<file path="src/rtl/loader_pkg.sv">
// loader_pkg: shared types and field widths for the program loader and the control unit.
// Provides the loader FSM state encoding and the instruction word layout {opcode, literal}.
package loader_pkg;
    localparam int OPCODE_WIDTH = 7;
    localparam int LIT_WIDTH = 8;
    localparam int WORD_WIDTH = OPCODE_WIDTH + LIT_WIDTH;
    typedef enum logic [2:0] {HDR, HI, LO, CHK, DONE, ERR} state_t;
endpackage

</file>
<file path="src/rtl/program_loader.sv">
// program_loader: byte-serial boot loader that writes a framed, XOR-checked program into instruction memory.
// Ports: clk/reset (sync, active-high); in_data/in_valid/in_ready byte stream;
// im_we/im_addr/im_wdata instruction memory write port; cpu_hold/done/error status; word_count words written.
import loader_pkg::*;

module program_loader #(
    parameter int ADDR_WIDTH = 8
) (
    input  logic                  clk,
    input  logic                  reset,
    input  logic [7:0]            in_data,
    input  logic                  in_valid,
    output logic                  in_ready,
    output logic                  im_we,
    output logic [ADDR_WIDTH-1:0] im_addr,
    output logic [WORD_WIDTH-1:0] im_wdata,
    output logic                  cpu_hold,
    output logic                  done,
    output logic                  error,
    output logic [ADDR_WIDTH:0]   word_count
);
    state_t                  state, nxt;
    logic [ADDR_WIDTH-1:0]   remaining, addr;
    logic [7:0]              checksum;
    logic [OPCODE_WIDTH-1:0] opcode;
    logic                    accept;

    assign accept = in_valid && in_ready;

    always_comb begin
        nxt = state;
        if (accept) begin
            case (state)
                HDR:     nxt = HI;
                HI:      nxt = in_data[7] ? ERR : LO;
                LO:      nxt = (remaining == '0) ? CHK : HI;
                CHK:     nxt = (in_data == checksum) ? DONE : ERR;
                default: nxt = state;
            endcase
        end
    end

    // Status outputs are decoded from the next state so they are registered
    // yet line up with the state they describe.
    always_ff @(posedge clk) begin
        if (reset) begin
            state      <= HDR;
            remaining  <= '0;
            addr       <= '0;
            checksum   <= '0;
            opcode     <= '0;
            word_count <= '0;
            im_we      <= 1'b0;
            im_addr    <= '0;
            im_wdata   <= '0;
            done       <= 1'b0;
            error      <= 1'b0;
            cpu_hold   <= 1'b1;
            in_ready   <= 1'b1;
        end else begin
            state    <= nxt;
            im_we    <= accept && state == LO;
            in_ready <= nxt != DONE && nxt != ERR;
            done     <= nxt == DONE;
            error    <= nxt == ERR;
            cpu_hold <= nxt != DONE;
            if (accept) begin
                case (state)
                    HDR: begin
                        remaining <= ADDR_WIDTH'(in_data);
                        checksum  <= checksum ^ in_data;
                    end
                    HI: begin
                        // A rejected opcode byte is not folded into the checksum.
                        if (!in_data[7]) begin
                            opcode   <= in_data[OPCODE_WIDTH-1:0];
                            checksum <= checksum ^ in_data;
                        end
                    end
                    LO: begin
                        checksum   <= checksum ^ in_data;
                        im_addr    <= addr;
                        im_wdata   <= {opcode, in_data};
                        // addr wraps to 0 after word 256, but LO is left for CHK then.
                        addr       <= addr + ADDR_WIDTH'(1);
                        word_count <= word_count + (ADDR_WIDTH+1)'(1);
                        if (remaining != '0) remaining <= remaining - ADDR_WIDTH'(1);
                    end
                    default: ;
                endcase
            end
        end
    end
endmodule

</file>
<file path="config.mk">
export PLATFORM = sky130hd
export DESIGN_NAME = program_loader
export DESIGN_NICKNAME = d
export VERILOG_FILES = /design/src/rtl/loader_pkg.sv /design/src/rtl/program_loader.sv
export SDC_FILE = /design/constraint.sdc
export NUM_CORES = 1
export LEC_CHECK = 0
export BUFFER_PORTS_ARGS = -buffer_cell sky130_fd_sc_hd__buf_2
export CORE_MARGIN = 10
export CORE_UTILIZATION = 56
export CTS_CLUSTER_SIZE = 24
export DETAILED_ROUTE_END_ITERATION = 6
export PLACE_DENSITY = 0.91
export SETUP_SLACK_MARGIN = 0.3
export SYNTH_ARGS = -nofsm -noshare
export SYNTH_HDL_FRONTEND = slang
export SYNTH_SLANG_ARGS = --single-unit
</file>
<file path="constraint.sdc">
create_clock -name clk -period 2.5 [get_ports clk]
set_input_delay 0 -clock clk [delete_from_list [all_inputs] [get_ports clk]]
set_output_delay 0 -clock clk [all_outputs]
set_load 0.02 [all_outputs]
</file>
## Word-level counts from Yosys, hierarchy flattened

Index checks and enable logic that the tools add are counted.

| cells by class | value |
|---|---|
| reductions and logical operators | 13 |
| add/sub/neg operators | 3 |
| equal/unequal tests | 10 |
| bitwise gates (word level) | 2 |
| multiplexer cells | 9 |

Operators with widths:

| kind | count |
|---|---|
| case mux 8 bit (2 select lines) | 2 |
| two-way mux 8 bit | 2 |
| case mux 3 bit (4 select lines) | 1 |
| adder 9 x 1 -> 9 bit (second input constant) | 1 |
| AND reduction 3 bit | 3 |
| adder 8 x 1 -> 8 bit (second input constant) | 1 |
| equality test 8 bit | 1 |
| zero test 8 bit | 1 |
| nonzero test 8 bit | 1 |
| subtractor 8 x 1 -> 8 bit (second input constant) | 1 |
| XOR 8 bit | 1 |
| equality test 3 x 2 -> 1 bit (second input constant) | 2 |
| equality test 3 bit (second input constant) | 2 |
| two-way mux 3 bit | 2 |
| inequality test 3 bit (second input constant) | 2 |
| nonzero test 2 bit | 2 |
| equality test 3 x 1 -> 1 bit (second input constant) | 1 |
| logical AND 1 bit | 3 |
| zero test 3 bit | 1 |
| two-way mux 2 bit | 1 |
| inequality test 2 x 1 -> 1 bit (second input constant) | 1 |
| inequality test 2 bit (second input constant) | 1 |
| AND reduction 2 bit | 1 |
| OR reduction 2 bit | 1 |
| other kinds (2) | 2 |

| word-level totals | value |
|---|---|
| bits in registers | 71 |
| word-level logic and storage cells | 50 |

## Logic depth before layout (Yosys ltp)

Gate-level depths: netlist of run 1.

| logic depth | value |
|---|---|
| depth after elaboration | 6 |
| mapped depth | 7 |

## Least setup slack after synthesis of run 1

No wires, ideal clock.

| timing | value |
|---|---|
| kind | flip-flop to flip-flop |
| from | reg in_ready |
| to | reg word_count[8] |
| required time | 2.379 ns |
| stages on the path, launching flop included | 5 |
| setup time | 0.121 ns |
| clock period less this slack | 1.810 ns |
| path slack | 0.690 ns |
| arrival | 1.689 ns |
| cells stage by stage | dfxtp_1 > nand3b_4 > or4_4 > nor3_1 > mux2_2 |

| between the ends | value |
|---|---|
| longest elaborated chain between the ends | 2 |

RTL lines:

| what | RTL line | RTL |
|---|---|---|
| from (decl) | program_loader.sv:13 | `output logic in_ready,` |
| from (signal assigned) | program_loader.sv:59 | `in_ready <= 1'b1;` |
| from (signal assigned) | program_loader.sv:63 | `in_ready <= nxt != DONE && nxt != ERR;` |
| logical AND 1 bit | program_loader.sv:28 | `assign accept = in_valid && in_ready;` |
| AND reduction 2 bit (no line) | -- |  |
| to (signal assigned) | program_loader.sv:86 | `word_count <= word_count + (ADDR_WIDTH+1)'(1);` |
| to (decl) | program_loader.sv:20 | `output logic [ADDR_WIDTH:0] word_count` |

No other way between the ends.
A chain may end at the register's enable or synchronous reset.

## Worst setup path after layout of run 1

| timing | value |
|---|---|
| from | reg remaining[0] |
| to | reg remaining[0] |

| between the ends | value |
|---|---|
| longest elaborated chain between the ends | 3 |
| elaborated cells between the ends (all ways) | 6 |
| those cells by class | 1 x add/sub; 1 x eq/ne; 2 x mux; 2 x reduce/logical |

RTL lines:

| what | RTL line | RTL |
|---|---|---|
| from (decl) | program_loader.sv:23 | `logic [ADDR_WIDTH-1:0] remaining, addr;` |
| from (signal assigned) | program_loader.sv:70 | `remaining <= ADDR_WIDTH'(in_data);` |
| from (signal assigned) | program_loader.sv:87 | `if (remaining != '0) remaining <= remaining - ADDR_WIDTH'(1);` |
| subtractor 8 x 1 -> 8 bit or nonzero test 8 bit (tied branches) | program_loader.sv:87 |  |
| two-way mux 8 bit or inequality test 2 x 1 -> 1 bit (tied branches) | -- |  |
| case mux 8 bit (2 select lines) or AND reduction 3 bit (tied branches) | -- |  |

Several ways; a longest one is shown, not always the timed one. The select of a mux whose other input is x is not followed.

==> summary.md, run 1 <==
| Metric | Value |
|---|---|
| Status | complete, no violations |
| Layout fillers | 385 |
| Max-Cap Viols | 0 |
| Worst hold-check path type | in -> reg |
| Core area | ~0.0052 mm² |
| Async SR Flop Fraction | 0% |
| Antenna Nets Post-Route | 0 |
| Mapped Area | 0.00303 mm² |
| Adder-cell share of the synthesized area | roughly 1.7% |
| Fin crit period | 1.97 ns |
| Initial Utilization | 58.6% |
| Flops & latches, synth | 71 |
| Arr. time, crit path | ~2.3 ns |
| Nets | ~430 |
| H-tree depth | 3 |
| Grt ovf | 0 |
| DIE AREA | 0.00876 mm² |
| Worst hold path depth | 3 |
| Worst skew pair latency | 0.35 ns |
| Largest net degree at the start of global routing | 28 |
| Drt pass-1 iters | 4 |
| DRC | 0 |
| Ports | 48 |
| Diode count | 0 |
| Ys Warns | 0 |
| Startpoint Class | flip-flop |
| Critical path class | reg -> reg |
| Slew margin rel. | around 44% |
| Register area | between 0.001 and 0.0015 mm² |
| Post-synthesis simple-gate area fraction | 24.6% |
| Gp weighted congestion | 0.814 |
| Number of flops mapped to enable cells by yosys | 0 |
| P_leak | approximately 1.5 nW |
| Setup WS post-layout | between 0.5 and 0.6 ns |
| Cell count after synthesis | about 360 |
| WL per Instance | between 10 and 15 µm |
| Sequential-to-total area share from yosys stat | 46.9% |
| DP Wirelength | 4830 µm |
| Die Wd | 93.6 µm |
| Endpoint, Worst Hold | state[2] |
| Worst Path Max Fanout | 15 |
| Clk pin slew, worst setup/hold paths | 0.08 ns |
| GRT Total Usage | 17.4% |
| Critical path required time | 2.79 ns |
| Root Buffer | clkbuf_8 |
| Chip Height | roughly 94 µm |
| Critical path endpoint category | flip-flop |
| Post-Syn Area per Cell | 8.40 µm² |
| First-pass GRT wire length | ~12000 µm |
| Share of cells above drive strength 1 | 18.7% |
| Fin Setup TNS | 0 ns |
| Syn nets | 376 |
| Worst r2r path cells | 6 |
| Clk sink count | 71 |
| Reg-to-reg endpoint | remaining[0] |
| Initial antenna violation count | 0 |
| Post-synth cell types | 45 |
| Slew Viols, Final | 0 |
| Initial DRC Count | 170 |
| RSZ-0062 raised after global routing | false |
| P&R area growth vs syn | 20.4% |
| CTS Buf Count | 9 |
| Routed WL | 7220 µm |
| Final core utilization | slightly above 70% |
| Period utilization | roughly 80% |
| Main combinational cell family by area after synthesis | simple AND/OR/NAND/NOR gates |
| Area of the multi-input gates | around 0.0015 mm² |
| CTS max path bufs | 2 |
| Post-Synth XOR/XNOR Area | 7.22% |
| Slew @ Worst Pin | 0.845 ns |
| FF-to-FF Start | remaining[0] |
| Hold WS | 0.0379 ns |
| PwrDens | 733 mW/mm² |
| Min-delay src | in_valid |
| Clock Skew | 0.00734 ns |
| DP Worst Slack | ~0.55 ns |
| CTS tree | done |
| Top FF cell, synth | dfxtp_1 |
| # setup viols final | 0 |
| # rows | 26 |
| Vias after detailed routing | around 2700 |
| Vias per Instance | around 5.5 |
| IR Drop Worst-Case VDD | 0.685 mV |
| Buffers on Ports | 47 |
| Number of global-route vias before repair | 2743 |
| Final-report hold violation count | 0 |
| Inst Count DP | 463 |
| Mux cell area share after synthesis | ~3% |
| Max Clock Freq | just over 0.5 GHz |
| Synth Area in Compound Gates | 12.9% |
| Final Instance Count excl. Fillers | 487 |
| Reg2reg setup slack | approximately 0.53 ns |
registers in the layout, indices dropped and copies added, names as in the netlist:
name        count
cpu_hold        1
state           3
done            1
im_addr         8
in_ready        1
im_we           1
opcode          7
checksum        8
error           1
remaining       8
addr            8
word_count      9
im_wdata       15
what timing repair did:
action / in CTS / in global routing
hold buffers: 8 / 0
setup buffers: 0 / 0
hold endpoints to repair: 13 / 0
resized for setup: 0 / 0
per-layer routing:
layer / wire length, µm / vias up / global-route usage (%)
met5: 0 / - / 0
met4: 108 / 0 / 5.82
met3: 522 / 11 / 6.79
met2: 3690 / 72 / 30.4
met1: 2890 / 1248 / 18.7
li1: - / 1333 / -
cell families (layout without fill, tap and decap cells):
family,count (synthesis),count (layout)
and+or+nand+nor,157,157
adders and majority gates,4,4
AOI/OAI and AO/OA,68,68
DFF,71,71
xor gates and xnor gates,25,25
muxes,9,9
buffers and inverters,27,83
per-stage QoR:
stage                     area, µm²  power, W
after floorplan                3030   0.00140
after detailed placement       3300   0.00146
after global placement         3300   0.00145
final                          3650   0.00268
after global routing           3650   0.00276
after CTS                      3650   0.00268
synth_stat cells (2+ instances only):
cell type	number	area (µm²)
mux2i_1	7	70.1
nand4_1	9	56.3
buf_2	5	25.0
clkbuf_1	11	41.3
dfxtp_1	71	1420
xnor2_1	17	149
nor4_1	4	25.0
a21o_1	5	37.5
nor2_1	35	131
nor2b_1	2	12.5
and2b_1	2	15.0
ha_1	4	50.1
xor2_1	8	70.1
o21ai_0	11	55.1
nand2_1	63	236
or3_1	4	25.0
a21oi_1	41	205
mux2_2	2	22.5
nor3_1	8	40.0
nor3b_1	2	15.0
inv_1	8	30.0
nand3_1	18	90.1
buf_1	2	7.51
cells in the final DEF, fill, tap and decap left out, types with 4 or more instances in the layout:
cell and n:
dlygate4sd3_1 8, buf_4 4, xnor2_1 17, nor3_1 8
o21ai_0 11, a21oi_1 41, nor2_1 35, or3_1 4
nand3_1 18, mux2i_1 7, inv_1 8, a21o_1 5
clkbuf_8 9, nand4_1 9, xor2_1 8, ha_1 4
buf_2 47, nand2_1 63, dfxtp_1 71, bufinv_16 4
nor4_1 4
critical path, cell delays in order, from the launching register on:
cell and delay [ns]:
dfxtp_1 0.40, inv_1 0.09, ha_1 0.22, and3b_1 0.18, a311o_2 0.50, or3_1 0.38, a21oi_1 0.14
power breakdown:
group | leakage (nW) | switching, W | internal, W | total (W)
Clock | 0.126 | 0.000457 | 0.000767 | 0.00122
Combinational | 0.762 | 0.000149 | 0.000102 | 0.000251
Sequential | 0.575 | 0.0000355 | 0.00117 | 0.00120
Total | 1.46 | 0.000642 | 0.00204 | 0.00268
worst max path at each step:
| stage | from | endpoint | slack [ns] | depth (start not counted) |
|---|---|---|---|---|
| 6_report | remaining[0] | remaining[0] | 0.53 | 6 |
| 5_1_grt | remaining[0] | remaining[0] | 0.40 | 6 |
| 4_1_cts | remaining[0] | remaining[0] | 0.53 | 6 |
| 3_5_place_dp | remaining[0] | remaining[0] | 0.55 | 6 |
| 3_3_place_gp | remaining[0] | remaining[0] | 0.62 | 6 |
| 2_1_floorplan | in_ready | word_count[8] | 0.69 | 4 |
area by class of cell:
class | instances | share of cell area [%]
timing repair buffer | 59 | 9.46
tap | 70 | 2.40
multi-input combinational | 263 | 41.1
clock buffer | 9 | 3.39
sequential | 71 | 38.9
inverter | 8 | 0.822
clock inverter | 7 | 3.94
No activity file was read; power rests on OpenSTA's default activity.
==> run 2: changes to the inputs <==
clock period = 2.06 ns   (was 2.5 ns; I/O delays follow)
==> run 2 against run 1 <==
First-iteration DRC count is 17% lower; critical path type unchanged; critical endpoint unchanged; critical path depth stayed put; power is 12% higher.
==> summary.md, run 2 (synthesis gave the netlist of run 1 again) <==
| Metric | Value |
|---|---|
| Clk sink count | 71 (unchanged) |
| Fin crit period | 1.78 ns (was 1.97 ns) |
| DP Wirelength | 4970 µm (was 4830 µm) |
| CTS Buf Count | 9 (unchanged) |
| PwrDens | 795 mW/mm² (was 733 mW/mm²) |
| H-tree depth | 3 (unchanged) |
| Nets | 440 (was 427) |
| Fin Setup TNS | 0 ns (unchanged) |
| Largest net degree at the start of global routing | 41 (was 28) |
| Top reg by flops | im_wdata (unchanged) |
| Status | complete, no violations (unchanged) |
| Drt pass-1 iters | 7 (was 4) |
| WP buf/inv | 1 (unchanged) |
| DIE AREA | 0.00876 mm² (unchanged) |
| CTS tree | done (unchanged) |
| Cell family with most CP delay | simple AND/OR/NAND/NOR gates (was compound AO/OA/AOI/OAI gates) |
| P_leak | 1.52 nW (was 1.46 nW) |
| GRT Total Usage | 17.4% (about the same) |
| Inst Count DP | 465 (was 463) |
| Final Instance Count excl. Fillers | 500 (was 487) |
| Routed WL | 7650 µm (was 7220 µm) |
| Slew @ Worst Pin | 0.777 ns (was 0.845 ns) |
| Core area | 0.00517 mm² (unchanged) |
| Max stage delay on crit path | 0.44 ns (was 0.50 ns) |
| Gp weighted congestion | 0.814 (about the same) |
| Buffers on Ports | 47 (unchanged) |
| Top flop regs | im_wdata x15, word_count x9 (unchanged) |
| WL per Instance | 15.3 µm (was 14.8 µm) |
| Number of flip-flops in the largest register | 15 (unchanged) |
| Most common cell after layout, fill and taps aside | dfxtp_1 (unchanged) |
| # setup viols final | 0 (unchanged) |
| Worst Path Max Fanout | 6 (was 15) |
| Max-Cap Viols | 0 (unchanged) |
| Initial Utilization | 58.6% (unchanged) |
| Initial DRC Count | 141 (was 170) |
| Vias per Instance | 5.51 (was 5.47) |
| Ports | 48 (unchanged) |
| Final-report hold violation count | 0 (unchanged) |
| Max Clock Freq | 0.562 GHz (was 0.507 GHz) |
| Antenna Nets Post-Route | 0 (unchanged) |
| Pwr Total | 0.00300 W (was 0.00268 W) |
| CP Cell Sequence | inv_2, ha_4, and3b_1, a311o_2, or3_4, a21oi_2 (was inv_1, ha_1, and3b_1, a311o_2, or3_1, a21oi_1) |
| Chip Height | 93.6 µm (unchanged) |
| Diode count | 0 (unchanged) |
| Period utilization | 86.4% (was 78.9%) |
| IR Drop Worst-Case VDD | 0.537 mV (was 0.685 mV) |
| Critical path endpoint category | flip-flop (unchanged) |
| Worst hold-check path type | in -> reg (unchanged) |
| Clock Skew | 0.00911 ns (was 0.00734 ns) |
| Layout fillers | 392 (was 385) |
| Root Buffer | clkbuf_8 (unchanged) |
| CP max-delay cell | a311o_2 (unchanged) |
| DRC | 0 (unchanged) |
| RSZ-0062 raised after global routing | true (was false) |
| Slew margin rel. | 47.7% (was 43.5%) |
| Arr. time, crit path | 2.06 ns (was 2.26 ns) |
| Vias after detailed routing | 2755 (was 2664) |
| Grt ovf | 0 (unchanged) |
| Share of cells above drive strength 1 | 24.4% (was 18.7%) |
| First-pass GRT wire length | 12400 µm (was 12500 µm) |
| # rows | 26 (unchanged) |
| Startpoint Class | flip-flop (unchanged) |
| Critical path required time | 2.34 ns (was 2.79 ns) |
| Worst skew pair latency | 0.35 ns (about the same) |
| Most frequent cells in the layout | dfxtp_1 (64), nand2_1 (63), buf_2 (47) (was dfxtp_1 (71), nand2_1 (63), buf_2 (47)) |
| Number of global-route vias before repair | 2648 (was 2743) |
| Initial antenna violation count | 0 (unchanged) |
| Clk pin slew, worst setup/hold paths | 0.07 ns (was 0.08 ns) |
| Slew Viols, Final | 0 (unchanged) |
| P&R area growth vs syn | 24.2% (was 20.4%) |
| Critical path class | reg -> reg (unchanged) |
| CTS max path bufs | 2 (unchanged) |
| Die Wd | 93.6 µm (unchanged) |
run 2: cell types whose count changed in the layout (fill, tap and decap cells not counted), moves of 2 or more:
cell	before	now
dfxtp_2	0	6
dfxtp_1	71	64
o21ai_0	11	6
clkbuf_8	9	12
inv_2	0	2
ha_1	4	2
inv_1	8	6
bufinv_16	4	1
o21ai_1	1	5
buf_4	4	15
run 2: through the flow:
| stage | instance area [µm²] | hold WS, ns | setup slack (ns) | util (%) |
|---|---|---|---|---|
| 4_1_cts | 3710 | 0.0949 | 0.326 | 71.6 |
| 3_5_place_dp | 3340 | 0.304 | 0.124 | 64.5 |
| 5_1_grt | 3770 | 0.123 | 0.233 | 72.8 |
| 6_report | 3770 | 0.110 | 0.280 | 72.8 |
| 3_3_place_gp | 3340 | 0.293 | 0.181 | 64.5 |
| 2_1_floorplan | 3040 | 0.0806 | 0.312 | - |
run 2: worst register-to-register path, stage by stage, from the launching register on:
cell     delay, ns
dfxtp_2       0.35
inv_2         0.06
ha_4          0.16
and3b_1       0.17
a311o_2       0.44
or3_4         0.41
a21oi_2       0.13
run 2: final cells by class:
class / instances / area (µm²) / share of cell area (%)
multi-input cells: 263 / 1540 / 40.9
well taps: 70 / 87.6 / 2.32
repair buffers: 72 / 458 / 12.2
inverters: 8 / 30.0 / 0.797
flip-flops and latches: 71 / 1430 / 38.0
clock inverters: 4 / 52.6 / 1.39
clock buffers: 12 / 165 / 4.38
run 2: worst paths after layout:
check | start | to | slack [ns] | depth (start not counted)
worst min register to register | im_wdata[5] | im_wdata[5] | 0.45 | 2
worst max register to register | remaining[1] | remaining[0] | 0.28 | 6
worst max-delay path | remaining[1] | remaining[0] | 0.28 | 6
worst min-delay path | reset | word_count[3] | 0.11 | 2
run 2: repair_timing:
action | CTS | global route
setup endpoints to repair | 9 | 8
cloned | 0 | 0
resized for setup | 5 | 16
setup buffers | 7 | 3
hold endpoints to repair | 15 | 0
hold buffers | 9 | 0
pin swaps | 1 | 4
run 2: where the power goes:
part	internal [W]	switching (W)
clock network	0.000658	0.000515
logic	0.000161	0.000200
registers	0.00142	0.0000441
total	0.00224	0.000760
run 2: routing by layer:
layer | global-route usage, % | wire [µm] | vias up
li1 | - | - | 1354
met1 | 18.3 | 2860 | 1275
met2 | 30.8 | 4010 | 102
met3 | 6.31 | 596 | 24
met4 | 7.22 | 181 | 0
met5 | 0 | 0 | -
